[config.mk]
export PLATFORM = sky130hd
export DESIGN_NAME = crono_ajuste_valor_flat
export DESIGN_NICKNAME = d
export VERILOG_FILES = /design/src/rtl/crono_ajuste_valor_pkg.sv /design/src/rtl/crono_ajuste_valor_if.sv /design/src/rtl/crono_ajuste_valor_bcd_mod_cnt.sv /design/src/rtl/crono_ajuste_valor.sv /design/src/flat_wrapper.sv
export SDC_FILE = /design/constraint.sdc
export NUM_CORES = 1
export LEC_CHECK = 0
export ABC_AREA = 1
export BUFFER_PORTS_ARGS = -buffer_cell sky130_fd_sc_hd__buf_2
export CAP_MARGIN = 10
export CORE_AREA = 2 2 95 60
export CTS_CLUSTER_DIAMETER = 200
export DETAILED_ROUTE_END_ITERATION = 8
export DIE_AREA = 0 0 97 62
export PLACE_DENSITY = 0.86
export RECOVER_POWER = 100
export SYNTH_ARGS = -nofsm -noshare
export SYNTH_HDL_FRONTEND = slang
export SYNTH_SLANG_ARGS = --single-unit
export TNS_END_PERCENT = 100
[constraint.sdc]
create_clock -name clk -period 5.6 [get_ports clk]
set_input_delay 0.84 -clock clk [delete_from_list [all_inputs] [get_ports clk]]
set_output_delay 0.84 -clock clk [all_outputs]
set_load 0.05 [all_outputs]
[src/rtl/crono_ajuste_valor_pkg.sv]
// -----------------------------------------------------------------------------
// crono_ajuste_valor_pkg
// Shared definitions for the chronometer value block: state codes, BCD field
// limits and the per-field BCD step helpers.
// -----------------------------------------------------------------------------
package crono_ajuste_valor_pkg;

  typedef enum logic [1:0] {
    IDLE   = 2'd0,
    AJUSTE = 2'd1,
    CORRE  = 2'd2,
    ALARMA = 2'd3
  } estado_t;

  localparam logic [7:0] BCD_CERO        = 8'h00;
  localparam logic [7:0] BCD_UNO         = 8'h01;
  localparam logic [7:0] BCD_MAX_MIN_SEG = 8'h59;
  localparam logic [7:0] BCD_MAX_HORA    = 8'h23;
  localparam int         ALARMA_TICKS_DEF = 10;

  // +1 on a packed BCD field, wrapping from max to 00.
  function automatic logic [7:0] bcd_inc(input logic [7:0] v, input logic [7:0] max_v);
    logic [7:0] r;
    if (v == max_v) begin
      r = 8'h00;
    end else if (v[3:0] == 4'd9) begin
      r = {v[7:4] + 4'd1, 4'd0};
    end else begin
      r = {v[7:4], v[3:0] + 4'd1};
    end
    return r;
  endfunction

  // -1 on a packed BCD field, wrapping from 00 to max.
  function automatic logic [7:0] bcd_dec(input logic [7:0] v, input logic [7:0] max_v);
    logic [7:0] r;
    if (v == 8'h00) begin
      r = max_v;
    end else if (v[3:0] == 4'd0) begin
      r = {v[7:4] - 4'd1, 4'd9};
    end else begin
      r = {v[7:4], v[3:0] - 4'd1};
    end
    return r;
  endfunction

  // True when exactly one of the three field selects is high.
  function automatic logic one_hot3(input logic a, input logic b, input logic c);
    logic r;
    case ({a, b, c})
      3'b100, 3'b010, 3'b001: r = 1'b1;
      default:                r = 1'b0;
    endcase
    return r;
  endfunction

endpackage

[src/rtl/crono_ajuste_valor_if.sv]
// -----------------------------------------------------------------------------
// crono_ajuste_valor_if
// Field-select interface between the cursor selector (master) and the
// chronometer value block (slave).
//  sw_cronometro : adjust mode requested
//  a_cr_hora/min/seg : one-hot field select
//  sube / baja   : single-cycle increment / decrement pulses
//  arranque      : single-cycle start/pause/acknowledge pulse
// -----------------------------------------------------------------------------
interface crono_ajuste_valor_if;
  logic sw_cronometro;
  logic a_cr_hora;
  logic a_cr_min;
  logic a_cr_seg;
  logic sube;
  logic baja;
  logic arranque;

  modport master (
    output sw_cronometro, a_cr_hora, a_cr_min, a_cr_seg, sube, baja, arranque
  );

  modport slave (
    input sw_cronometro, a_cr_hora, a_cr_min, a_cr_seg, sube, baja, arranque
  );
endinterface

[src/rtl/crono_ajuste_valor_bcd_mod_cnt.sv]
// -----------------------------------------------------------------------------
// crono_ajuste_valor_bcd_mod_cnt
// One packed-BCD field (00..MAX) with wrap-around step and load-to-max.
//  clk, rst  : clock, async active-low reset (value -> 00)
//  inc, dec  : step up / down (both together = hold)
//  load_max  : load MAX (highest priority)
//  valor     : registered BCD value
//  is_zero   : valor == 00
// -----------------------------------------------------------------------------
module crono_ajuste_valor_bcd_mod_cnt
  import crono_ajuste_valor_pkg::*;
#(
  parameter logic [7:0] MAX = 8'h59
) (
  input  logic       clk,
  input  logic       rst,
  input  logic       inc,
  input  logic       dec,
  input  logic       load_max,
  output logic [7:0] valor,
  output logic       is_zero
);

  logic [7:0] valor_r;

  // Field register: load, step or hold.
  always_ff @(posedge clk or negedge rst) begin
    if (!rst) begin
      valor_r <= BCD_CERO;
    end else if (load_max) begin
      valor_r <= MAX;
    end else if (inc && !dec) begin
      valor_r <= bcd_inc(valor_r, MAX);
    end else if (dec && !inc) begin
      valor_r <= bcd_dec(valor_r, MAX);
    end else begin
      valor_r <= valor_r;
    end
  end

  assign valor   = valor_r;
  assign is_zero = (valor_r == BCD_CERO);

endmodule

[src/rtl/crono_ajuste_valor.sv]
// -----------------------------------------------------------------------------
// crono_ajuste_valor
// Chronometer countdown value hh:mm:ss (packed BCD). In AJUSTE the selected
// field is stepped by sube/baja; in CORRE the value counts down on tick_1hz
// and reaching 00:00:00 enters ALARMA, where fin_crono stays high for
// ALARMA_TICKS ticks or until arranque.
//  clk, rst        : clock, async active-low reset
//  sel             : field-select interface (slave side)
//  tick_1hz        : one-cycle pulse per second
//  crono_hora/min/seg : BCD value
//  corriendo       : state is CORRE
//  fin_crono       : state is ALARMA
//  estado          : state code
// -----------------------------------------------------------------------------
module crono_ajuste_valor
  import crono_ajuste_valor_pkg::*;
#(
  parameter logic [7:0] HORA_MAX     = BCD_MAX_HORA,
  parameter logic [7:0] MIN_MAX      = BCD_MAX_MIN_SEG,
  parameter logic [7:0] SEG_MAX      = BCD_MAX_MIN_SEG,
  parameter int         ALARMA_TICKS = ALARMA_TICKS_DEF
) (
  input  logic                  clk,
  input  logic                  rst,
  crono_ajuste_valor_if.slave   sel,
  input  logic                  tick_1hz,
  output logic [7:0]            crono_hora,
  output logic [7:0]            crono_min,
  output logic [7:0]            crono_seg,
  output logic                  corriendo,
  output logic                  fin_crono,
  output logic [1:0]            estado
);

  localparam int CNT_W = $clog2(ALARMA_TICKS + 1);
  localparam logic [CNT_W-1:0] CNT_ULTIMO = CNT_W'(ALARMA_TICKS - 1);

  estado_t          estado_r;
  estado_t          estado_nxt_s;
  logic             corriendo_r;
  logic             fin_r;
  logic [CNT_W-1:0] ticks_r;

  logic hora_inc_s, hora_dec_s;
  logic min_inc_s,  min_dec_s,  min_load_s;
  logic seg_inc_s,  seg_dec_s,  seg_load_s;
  logic hora_zero_s, min_zero_s, seg_zero_s;
  logic ajuste_ok_s, valor_cero_s, ultimo_seg_s;

  // A field edit needs exactly one field selected and exactly one direction.
  assign ajuste_ok_s  = one_hot3(sel.a_cr_hora, sel.a_cr_min, sel.a_cr_seg) &&
                        (sel.sube ^ sel.baja);
  assign valor_cero_s = hora_zero_s && min_zero_s && seg_zero_s;
  // The next countdown tick lands exactly on 00:00:00.
  assign ultimo_seg_s = hora_zero_s && min_zero_s && (crono_seg == BCD_UNO);

  // Next-state decision plus per-field steering (edits and borrow chain).
  always_comb begin
    estado_nxt_s = estado_r;
    hora_inc_s   = 1'b0;
    hora_dec_s   = 1'b0;
    min_inc_s    = 1'b0;
    min_dec_s    = 1'b0;
    min_load_s   = 1'b0;
    seg_inc_s    = 1'b0;
    seg_dec_s    = 1'b0;
    seg_load_s   = 1'b0;
    case (estado_r)
      IDLE: begin
        if (sel.sw_cronometro) begin
          estado_nxt_s = AJUSTE;
        end else if (sel.arranque && !valor_cero_s) begin
          estado_nxt_s = CORRE;
        end else begin
          estado_nxt_s = IDLE;
        end
      end
      AJUSTE: begin
        if (!sel.sw_cronometro) begin
          estado_nxt_s = IDLE;
        end else if (ajuste_ok_s) begin
          hora_inc_s = sel.a_cr_hora & sel.sube;
          hora_dec_s = sel.a_cr_hora & sel.baja;
          min_inc_s  = sel.a_cr_min  & sel.sube;
          min_dec_s  = sel.a_cr_min  & sel.baja;
          seg_inc_s  = sel.a_cr_seg  & sel.sube;
          seg_dec_s  = sel.a_cr_seg  & sel.baja;
        end else begin
          estado_nxt_s = AJUSTE;
        end
      end
      CORRE: begin
        if (sel.sw_cronometro) begin
          estado_nxt_s = AJUSTE;
        end else if (sel.arranque) begin
          estado_nxt_s = IDLE;
        end else if (tick_1hz) begin
          // Borrow chain: a zero field reloads its max and borrows from the next.
          seg_load_s = seg_zero_s;
          seg_dec_s  = !seg_zero_s;
          min_load_s = seg_zero_s && min_zero_s;
          min_dec_s  = seg_zero_s && !min_zero_s;
          hora_dec_s = seg_zero_s && min_zero_s;
          if (ultimo_seg_s) begin
            estado_nxt_s = ALARMA;
          end else begin
            estado_nxt_s = CORRE;
          end
        end else begin
          estado_nxt_s = CORRE;
        end
      end
      ALARMA: begin
        if (sel.sw_cronometro) begin
          estado_nxt_s = AJUSTE;
        end else if (sel.arranque) begin
          estado_nxt_s = IDLE;
        end else if (tick_1hz && (ticks_r == CNT_ULTIMO)) begin
          estado_nxt_s = IDLE;
        end else begin
          estado_nxt_s = ALARMA;
        end
      end
      default: begin
        estado_nxt_s = IDLE;
      end
    endcase
  end

  // State register, flag outputs decoded from the next state, alarm tick count.
  always_ff @(posedge clk or negedge rst) begin
    if (!rst) begin
      estado_r    <= IDLE;
      corriendo_r <= 1'b0;
      fin_r       <= 1'b0;
      ticks_r     <= '0;
    end else begin
      estado_r    <= estado_nxt_s;
      corriendo_r <= (estado_nxt_s == CORRE);
      fin_r       <= (estado_nxt_s == ALARMA);
      if (estado_nxt_s != ALARMA) begin
        ticks_r <= '0;
      end else if ((estado_r == ALARMA) && tick_1hz) begin
        ticks_r <= ticks_r + CNT_W'(1);
      end else begin
        ticks_r <= ticks_r;
      end
    end
  end

  crono_ajuste_valor_bcd_mod_cnt #(.MAX(HORA_MAX)) u_hora (
    .clk      (clk),
    .rst      (rst),
    .inc      (hora_inc_s),
    .dec      (hora_dec_s),
    .load_max (1'b0),
    .valor    (crono_hora),
    .is_zero  (hora_zero_s)
  );

  crono_ajuste_valor_bcd_mod_cnt #(.MAX(MIN_MAX)) u_min (
    .clk      (clk),
    .rst      (rst),
    .inc      (min_inc_s),
    .dec      (min_dec_s),
    .load_max (min_load_s),
    .valor    (crono_min),
    .is_zero  (min_zero_s)
  );

  crono_ajuste_valor_bcd_mod_cnt #(.MAX(SEG_MAX)) u_seg (
    .clk      (clk),
    .rst      (rst),
    .inc      (seg_inc_s),
    .dec      (seg_dec_s),
    .load_max (seg_load_s),
    .valor    (crono_seg),
    .is_zero  (seg_zero_s)
  );

  assign corriendo = corriendo_r;
  assign fin_crono = fin_r;
  assign estado    = estado_r;

endmodule

[src/flat_wrapper.sv]
// flat-port wrapper written by rule: the top's interface ports become plain ports
module crono_ajuste_valor_flat import crono_ajuste_valor_pkg::*;
#(
  parameter logic [7:0] HORA_MAX     = BCD_MAX_HORA,
  parameter logic [7:0] MIN_MAX      = BCD_MAX_MIN_SEG,
  parameter logic [7:0] SEG_MAX      = BCD_MAX_MIN_SEG,
  parameter int         ALARMA_TICKS = ALARMA_TICKS_DEF
)
  (clk, rst, tick_1hz, crono_hora, crono_min, crono_seg, corriendo, fin_crono, estado, sel_sw_cronometro, sel_a_cr_hora, sel_a_cr_min, sel_a_cr_seg, sel_sube, sel_baja, sel_arranque);
  crono_ajuste_valor_if sel_i ();
  input  logic clk;
  input  logic rst;
  input  logic tick_1hz;
  output logic [7:0] crono_hora;
  output logic [7:0] crono_min;
  output logic [7:0] crono_seg;
  output logic corriendo;
  output logic fin_crono;
  output logic [1:0] estado;
  input wire logic [$bits(sel_i.sw_cronometro)-1:0] sel_sw_cronometro;
  input wire logic [$bits(sel_i.a_cr_hora)-1:0] sel_a_cr_hora;
  input wire logic [$bits(sel_i.a_cr_min)-1:0] sel_a_cr_min;
  input wire logic [$bits(sel_i.a_cr_seg)-1:0] sel_a_cr_seg;
  input wire logic [$bits(sel_i.sube)-1:0] sel_sube;
  input wire logic [$bits(sel_i.baja)-1:0] sel_baja;
  input wire logic [$bits(sel_i.arranque)-1:0] sel_arranque;
  assign sel_i.sw_cronometro = sel_sw_cronometro;
  assign sel_i.a_cr_hora = sel_a_cr_hora;
  assign sel_i.a_cr_min = sel_a_cr_min;
  assign sel_i.a_cr_seg = sel_a_cr_seg;
  assign sel_i.sube = sel_sube;
  assign sel_i.baja = sel_baja;
  assign sel_i.arranque = sel_arranque;
  crono_ajuste_valor #(.HORA_MAX(HORA_MAX), .MIN_MAX(MIN_MAX), .SEG_MAX(SEG_MAX), .ALARMA_TICKS(ALARMA_TICKS)) u_core (.clk(clk), .rst(rst), .sel(sel_i), .tick_1hz(tick_1hz), .crono_hora(crono_hora), .crono_min(crono_min), .crono_seg(crono_seg), .corriendo(corriendo), .fin_crono(fin_crono), .estado(estado));
endmodule
# Word level (Yosys, flattened, before mapping)

Cells that the tools add are included.

Reduce and logical (&&, ||, !) cells: 42
Bitwise operators: 7
Muxes and demuxes: 67
Eq/ne operators: 20
Add/subtract/negate cells: 13

Operators by type and width:

| kind                | number |
|---|---|
| $mux 8              | 20 |
| $mux 1              | 32 |
| $add 4x1->4 const B | 7 |
| $logic_not 8->1     | 3 |
| $sub 4x1->4 const B | 6 |
| $mux 2              | 9 |
| $eq 4x4->1 const B  | 4 |
| $eq 8x7->1 const B  | 2 |
| $logic_and 1x1->1   | 15 |
| $logic_not 4->1     | 3 |
| $logic_not 1->1     | 9 |
| $reduce_and 3->1    | 3 |
| $reduce_bool 3->1   | 3 |
| $eq 2x2->1 const B  | 4 |
| $eq 8x1->1 const B  | 1 |
| $eq 8x6->1 const B  | 1 |
| $mux 4              | 2 |
| $ne 4x1->1 const B  | 2 |
| $pmux 2 s4          | 1 |
| $reduce_bool 4->1   | 2 |
| $and 1x1->1         | 6 |
| $pmux 1 s2          | 3 |
| $reduce_bool 2->1   | 2 |
| $eq 3x1->1 const B  | 1 |
| 8 further kinds     | 8 |

Register bits: 32
Logic and storage cells: 159
Output and inout port bits: 28
Bits of input ports: 10

# Depth between registers and ports, before layout

Depth in word-level cells: 12
Depth in mapped cells: 16
Depth with buffers taken out: 16

# By module

A second synthesis with hierarchy kept.

Cell total of the unflattened synthesis: 509
Area total of the unflattened synthesis: 3321.9 um2

Modules (own cells, without submodules):

| module                                             | times used | cells each | seq. area each (um2) | area an instance (um2) |
|---|---|---|---|---|
| crono_ajuste_valor_bcd_mod_cnt at u_core.u_min ... | 2          | 132        | 200.2                | 845.8 |
| crono_ajuste_valor_bcd_mod_cnt at u_core.u_hora    | 1          | 123        | 200.2                | 829.5 |
| crono_ajuste_valor                                 | 1          | 122        | 200.2                | 800.8 |

# Worst setup path before layout

OpenSTA, ideal clock, no wires.

Kind: register to register
From: reg u_core.u_seg.valor_r[0] (netlist: u_core.u_seg.valor[0])
To: reg u_core.u_seg.valor_r[4] (netlist: u_core.u_seg.valor[4])
Period minus slack after synthesis: 2.630 ns
Arrival time: 2.541 ns
Slack: 2.970 ns
Required time: 5.512 ns
Library setup time: 0.088 ns
Path buffers: 1
Stages on the path, launching flop included: 14
Path through: dfrtp_1 -> inv_1 -> ha_1 -> nand2_4 -> nor2_8 -> o32ai_1 -> nand2_1 -> ha_1 -> clkbuf_1 -> nand2_1 -> nand2_1 -> a21oi_4 -> nor2_1 -> a41oi_1

Word-level cells in the longest chain between the ends: 10
Elaborated cells on any way between the ends: 25
Those cells by class: eq/ne (3); mux (13); reduce/logical (9)

Ends and longest elaborated chain:

| what                                                               | line                                                               | text |
|---|---|---|
| from (decl)                                                        | crono_ajuste_valor_bcd_mod_cnt.sv:24                               | `logic [7:0] valor_r;` |
| from (signal assigned)                                             | crono_ajuste_valor_bcd_mod_cnt.sv:33                               | `valor_r <= bcd_inc(valor_r, MAX);` |
| from (signal assigned)                                             | crono_ajuste_valor_bcd_mod_cnt.sv:35                               | `valor_r <= bcd_dec(valor_r, MAX);` |
| from (signal assigned)                                             | crono_ajuste_valor_bcd_mod_cnt.sv:37                               | `valor_r <= valor_r;` |
| $logic_not 8->1                                                    | crono_ajuste_valor_pkg.sv:37, crono_ajuste_valor_bcd_mod_cnt.sv:42 |  |
| $logic_not 1->1                                                    | crono_ajuste_valor.sv:100                                          | `seg_dec_s = !seg_zero_s;` |
| $mux 1                                                             | crono_ajuste_valor.sv:97                                           | `end else if (tick_1hz) begin` |
| $mux 1                                                             | crono_ajuste_valor.sv:95                                           | `end else if (sel.arranque) begin` |
| $mux 1                                                             | crono_ajuste_valor.sv:93                                           | `if (sel.sw_cronometro) begin` |
| $pmux 1 s2                                                         | crono_ajuste_valor.sv:68                                           | `case (estado_r)` |
| $logic_not 1->1                                                    | crono_ajuste_valor_bcd_mod_cnt.sv:32                               | `end else if (inc && !dec) begin` |
| $logic_and 1x1->1                                                  | crono_ajuste_valor_bcd_mod_cnt.sv:32                               |  |
| $ne 4x1->1 (no source line), or another cell as far along          | n/a                                                                |  |
| $reduce_and 3->1 (no source line) / $mux 8 (equally long branches) | n/a                                                                |  |

Several ways; a longest one is shown, not always the timed one. The select of a mux whose other input is x is not followed.
A chain may end at the register's enable or synchronous reset.

# Worst setup path after layout

From: reg u_core.u_min.valor_r[0] (netlist: u_core.u_min.valor[0])
To: reg u_core.u_min.valor_r[4] (netlist: u_core.u_min.valor[4])

Word-level cells in the longest chain between the ends: 11
Elaborated cells on any way between the ends: 27
Those cells by class: eq/ne (3); mux (13); reduce/logical (11)

Ends and longest elaborated chain:

| what                                                               | line                                                               | text |
|---|---|---|
| from (decl)                                                        | crono_ajuste_valor_bcd_mod_cnt.sv:24                               |  |
| from (signal assigned)                                             | crono_ajuste_valor_bcd_mod_cnt.sv:33                               |  |
| from (signal assigned)                                             | crono_ajuste_valor_bcd_mod_cnt.sv:35                               |  |
| from (signal assigned)                                             | crono_ajuste_valor_bcd_mod_cnt.sv:37                               |  |
| $logic_not 8->1                                                    | crono_ajuste_valor_pkg.sv:37, crono_ajuste_valor_bcd_mod_cnt.sv:42 |  |
| $logic_not 1->1                                                    | crono_ajuste_valor.sv:102                                          | `min_dec_s = seg_zero_s && !min_zero_s;` |
| $logic_and 1x1->1                                                  | crono_ajuste_valor.sv:102                                          |  |
| $mux 1                                                             | crono_ajuste_valor.sv:97                                           |  |
| $mux 1                                                             | crono_ajuste_valor.sv:95                                           |  |
| $mux 1                                                             | crono_ajuste_valor.sv:93                                           |  |
| $pmux 1 s2                                                         | crono_ajuste_valor.sv:68                                           |  |
| $logic_not 1->1                                                    | crono_ajuste_valor_bcd_mod_cnt.sv:32                               |  |
| $logic_and 1x1->1                                                  | crono_ajuste_valor_bcd_mod_cnt.sv:32                               |  |
| $ne 4x1->1 (no source line), or another cell as far along          | n/a                                                                |  |
| $reduce_and 3->1 (no source line) / $mux 8 (equally long branches) | n/a                                                                |  |

Several ways; a longest one is shown, not always the timed one. The select of a mux whose other input is x is not followed.

==> impl_metrics.env <==
export IMPL_routed_via_count=2579
export IMPL_cts_tree="built"
export IMPL_rows=21
export IMPL_drtAntennaViolNets=0
export IMPL_gp_congestion=0.927
export IMPL_worst_ep_arrival_time_ns=3.34
export IMPL_grt_pass1_vias=2251
export IMPL_syn_inst=358
export IMPL_powerDensity_nw_per_um2=501
export IMPL_layout_nets=436
export IMPL_postCtsHoldBufs=0
export IMPL_die_width_um=97
export IMPL_hold_start="u_core.ticks_r[3]"
export IMPL_rsz0062_at_grt="false"
export IMPL_ys_seq_area_frac=0.293
export IMPL_worstHoldEndpoint="u_core.ticks_r[3]"
export IMPL_drt_met1_wl_um=3270
export IMPL_post_cts_resized=0
export IMPL_worstSetupPathType="flop to flop"
export IMPL_syn_to_final_growth_pct=9.14
export IMPL_synth_seq_cells=32
export IMPL_grt_overflow_total=0
export IMPL_ir_drop_mv=0.316
export IMPL_drt_wl_total_um=6370
export IMPL_start_util=0.518
export IMPL_die_area_um2=6010
export IMPL_drc=0
export IMPL_cts_post_setup_buffers_inserted=0
export IMPL_cts_buffers=5
export IMPL_crit_required_ns=5.81
export IMPL_violations="max-capacitance violations, max-slew violations"
export IMPL_syn_area_um2=2740
export IMPL_worstSetupEndpointType="flop"
export IMPL_slew_viol_final=33
export IMPL_fin_crit_ns=3.13
export IMPL_drt_first_pass_iters=5
export IMPL_synth_nets=395
export IMPL_ios=38
export IMPL_met2_length_um=2630
export IMPL_fin_util=0.566
export IMPL_cts_sinks=32
export IMPL_top_layer="met4"
export IMPL_ff2ff_setup_slack_ns=2.47
export IMPL_start_kind="flop"
export IMPL_post_route_period_util=0.559
export IMPL_wl_met3_um=365
export IMPL_reg2reg_to="u_core.u_min.valor[4]"
export IMPL_grt_max_degree=33
export IMPL_worst_path_max_fanout=8
export IMPL_synthFlopType="dfrtp_1"
export IMPL_r2r_start="u_core.u_min.valor[0]"
export IMPL_finClkSkew_ns=0.00493
export IMPL_synth_warnings=0
export IMPL_clk_pin_slew_worst_paths_ns=0.08
export IMPL_cts_buffer_depth=2
export IMPL_viasPerCell=5.50
export IMPL_grt_pass1_wl_um=10400
export IMPL_fp_dieH_um=62
export IMPL_drive_above_1_share=0.0700
export IMPL_fmax_mhz=319
export IMPL_initialDrtViolationCount=154
export IMPL_avgRoutedWirePerCell_um=13.6
export IMPL_finalPower_mw=1.50
export IMPL_hp_class="flop to flop"
export IMPL_clockRootBuffer="clkbuf_8"
export IMPL_dpl_hpwl_um=4700
export IMPL_hold_viol=0
export IMPL_cts_htree_levels=2
export IMPL_synth_edf_count=0
export IMPL_antenna_cells=0
export IMPL_drv_cap=1
export IMPL_portBuffers=37
export IMPL_leakagePower_nw=1.50
export IMPL_track_usage=0.216
export IMPL_status="finished with violations"
export IMPL_antenna_found_initial=0
export IMPL_hold_depth=2
export IMPL_finalSetupTns_ns=0
export IMPL_core_area_um2=5280
export IMPL_synthArstFlopShare=1.00
export IMPL_r2r_cells=13
export IMPL_tightest_slew_ns=1.74
export IMPL_setup_violations=0
export IMPL_synth_avg_cell_area_um2=7.64
export IMPL_yosysUniqueCellTypes=34
export IMPL_insertion_delay_ns=0.29
export IMPL_maxSlewHeadroom=-0.159
worst max-delay path by stage:
stage                     depth (start not counted)                   from                    end  slack (ns)
after floorplan                                  13  u_core.u_seg.valor[0]  u_core.u_seg.valor[4]        2.97
after global placement                           13           sel_arranque  u_core.u_min.valor[4]        2.79
after detailed placement                         13           sel_arranque  u_core.u_min.valor[4]        2.74
after global routing                             13  u_core.u_min.valor[0]  u_core.u_min.valor[4]        2.21
final                                            13  u_core.u_min.valor[0]  u_core.u_min.valor[4]        2.47
after CTS                                        13           sel_arranque  u_core.u_min.valor[4]        2.99
synth_stat cells (2+ instances only):
library cell | instances | area, um2
buf_6 | 2 | 22.5
nand3_1 | 33 | 165
inv_2 | 4 | 15.0
nor2_1 | 24 | 90.1
ha_1 | 27 | 338
nand2_1 | 64 | 240
nor3_1 | 4 | 20.0
a41oi_1 | 2 | 17.5
xor2_1 | 18 | 158
dfrtp_1 | 32 | 801
nand4_1 | 5 | 31.3
o22ai_1 | 7 | 43.8
nand3_2 | 2 | 20.0
nand3_4 | 2 | 35.0
nor2_8 | 2 | 40.0
inv_1 | 55 | 206
a31oi_1 | 7 | 43.8
a21oi_4 | 2 | 32.5
xnor2_1 | 3 | 26.3
a22oi_1 | 2 | 15.0
nand2_4 | 3 | 33.8
nor2_4 | 3 | 33.8
o211ai_1 | 3 | 22.5
a21oi_1 | 14 | 70.1
o21ai_0 | 29 | 145
layer usage:
layer  GRT usage  vias up
met2       0.333       77
met3      0.0403       12
met4      0.0744        0
li1            -     1274
met1       0.311     1216
met5           0        -
logic make-up (layout without fill, tap and decap cells):
kind of cell,count (synthesis),after routing,synth area share
and+or+nand+nor,144,144,0.264
buffers and inverters,62,104,0.0905
DFF,32,32,0.293
xor gates and xnor gates,21,21,0.0672
AOI/OAI and AO/OA,72,72,0.162
adders and majority gates,27,27,0.123
sequential cells by signal, indices dropped and copies added, names as in the netlist:
name                 flops
u_core.fin_crono         1
u_core.ticks_r           4
u_core.estado            2
u_core.u_seg.valor       8
u_core.u_min.valor       8
u_core.u_hora.valor      8
u_core.corriendo         1
where the power goes:
| group | internal [mW] | switching (mW) | total (mW) | leakage, nW |
|---|---|---|---|---|
| combinational | 0.225 | 0.610 | 0.835 | 1.06 |
| sequential | 0.303 | 0.128 | 0.432 | 0.388 |
| clock | 0.132 | 0.0971 | 0.229 | 0.0541 |
cells in the final DEF (no fill, tap or decap), drive strengths merged:
cell type	n
o22ai	7
a22oi	2
o32ai	1
a31oi	7
o221ai	1
clkinv	1
a41oi	2
o211ai	3
o2111ai	1
a32oi	1
clkbuf	35
a32o	1
dfrtp	32
buf	7
xor2	18
bufinv	1
inv	59
o31ai	1
nand4	5
nand3	37
nor2	30
xnor2	3
clkinvlp	1
nand2	67
a21oi	16
ha	27
nand3b	1
o21ai	29
nor3	4
worst max-delay path, cell delays in order (launching register included):
cell	delay (ns)
dfrtp_1	0.48
inv_1	0.16
ha_1	0.22
nand3_1	0.21
nor2_1	0.37
o22ai_1	0.15
nand2_1	0.07
ha_1	0.28
inv_1	0.18
nand2_1	0.10
inv_1	0.06
a21oi_1	0.49
nor2_1	0.11
a31oi_1	0.17
cell type report:
class | instances | area, um2
Clock buffer | 5 | 68.8
Clock inverter | 3 | 42.5
Fill cell | 474 | 2290
Inverter | 59 | 221
Multi-Input combinational cell | 264 | 1620
Sequential cell | 32 | 801
Tap cell | 69 | 86.3
Timing Repair Buffer | 37 | 148
through the flow:
step           instance area, um2  hold WS, ns  instances  worst slack, ns
2_1_floorplan                2740        0.525        358             2.97
3_3_place_gp                 2980        0.546        461             2.79
3_5_place_dp                 2980        0.549        461             2.74
4_1_cts                      3090        0.565        469             2.99
5_1_grt                      2990        0.599        469             2.21
6_report                     2990        0.563        469             2.47
No activity file was read; power rests on OpenSTA's default activity.
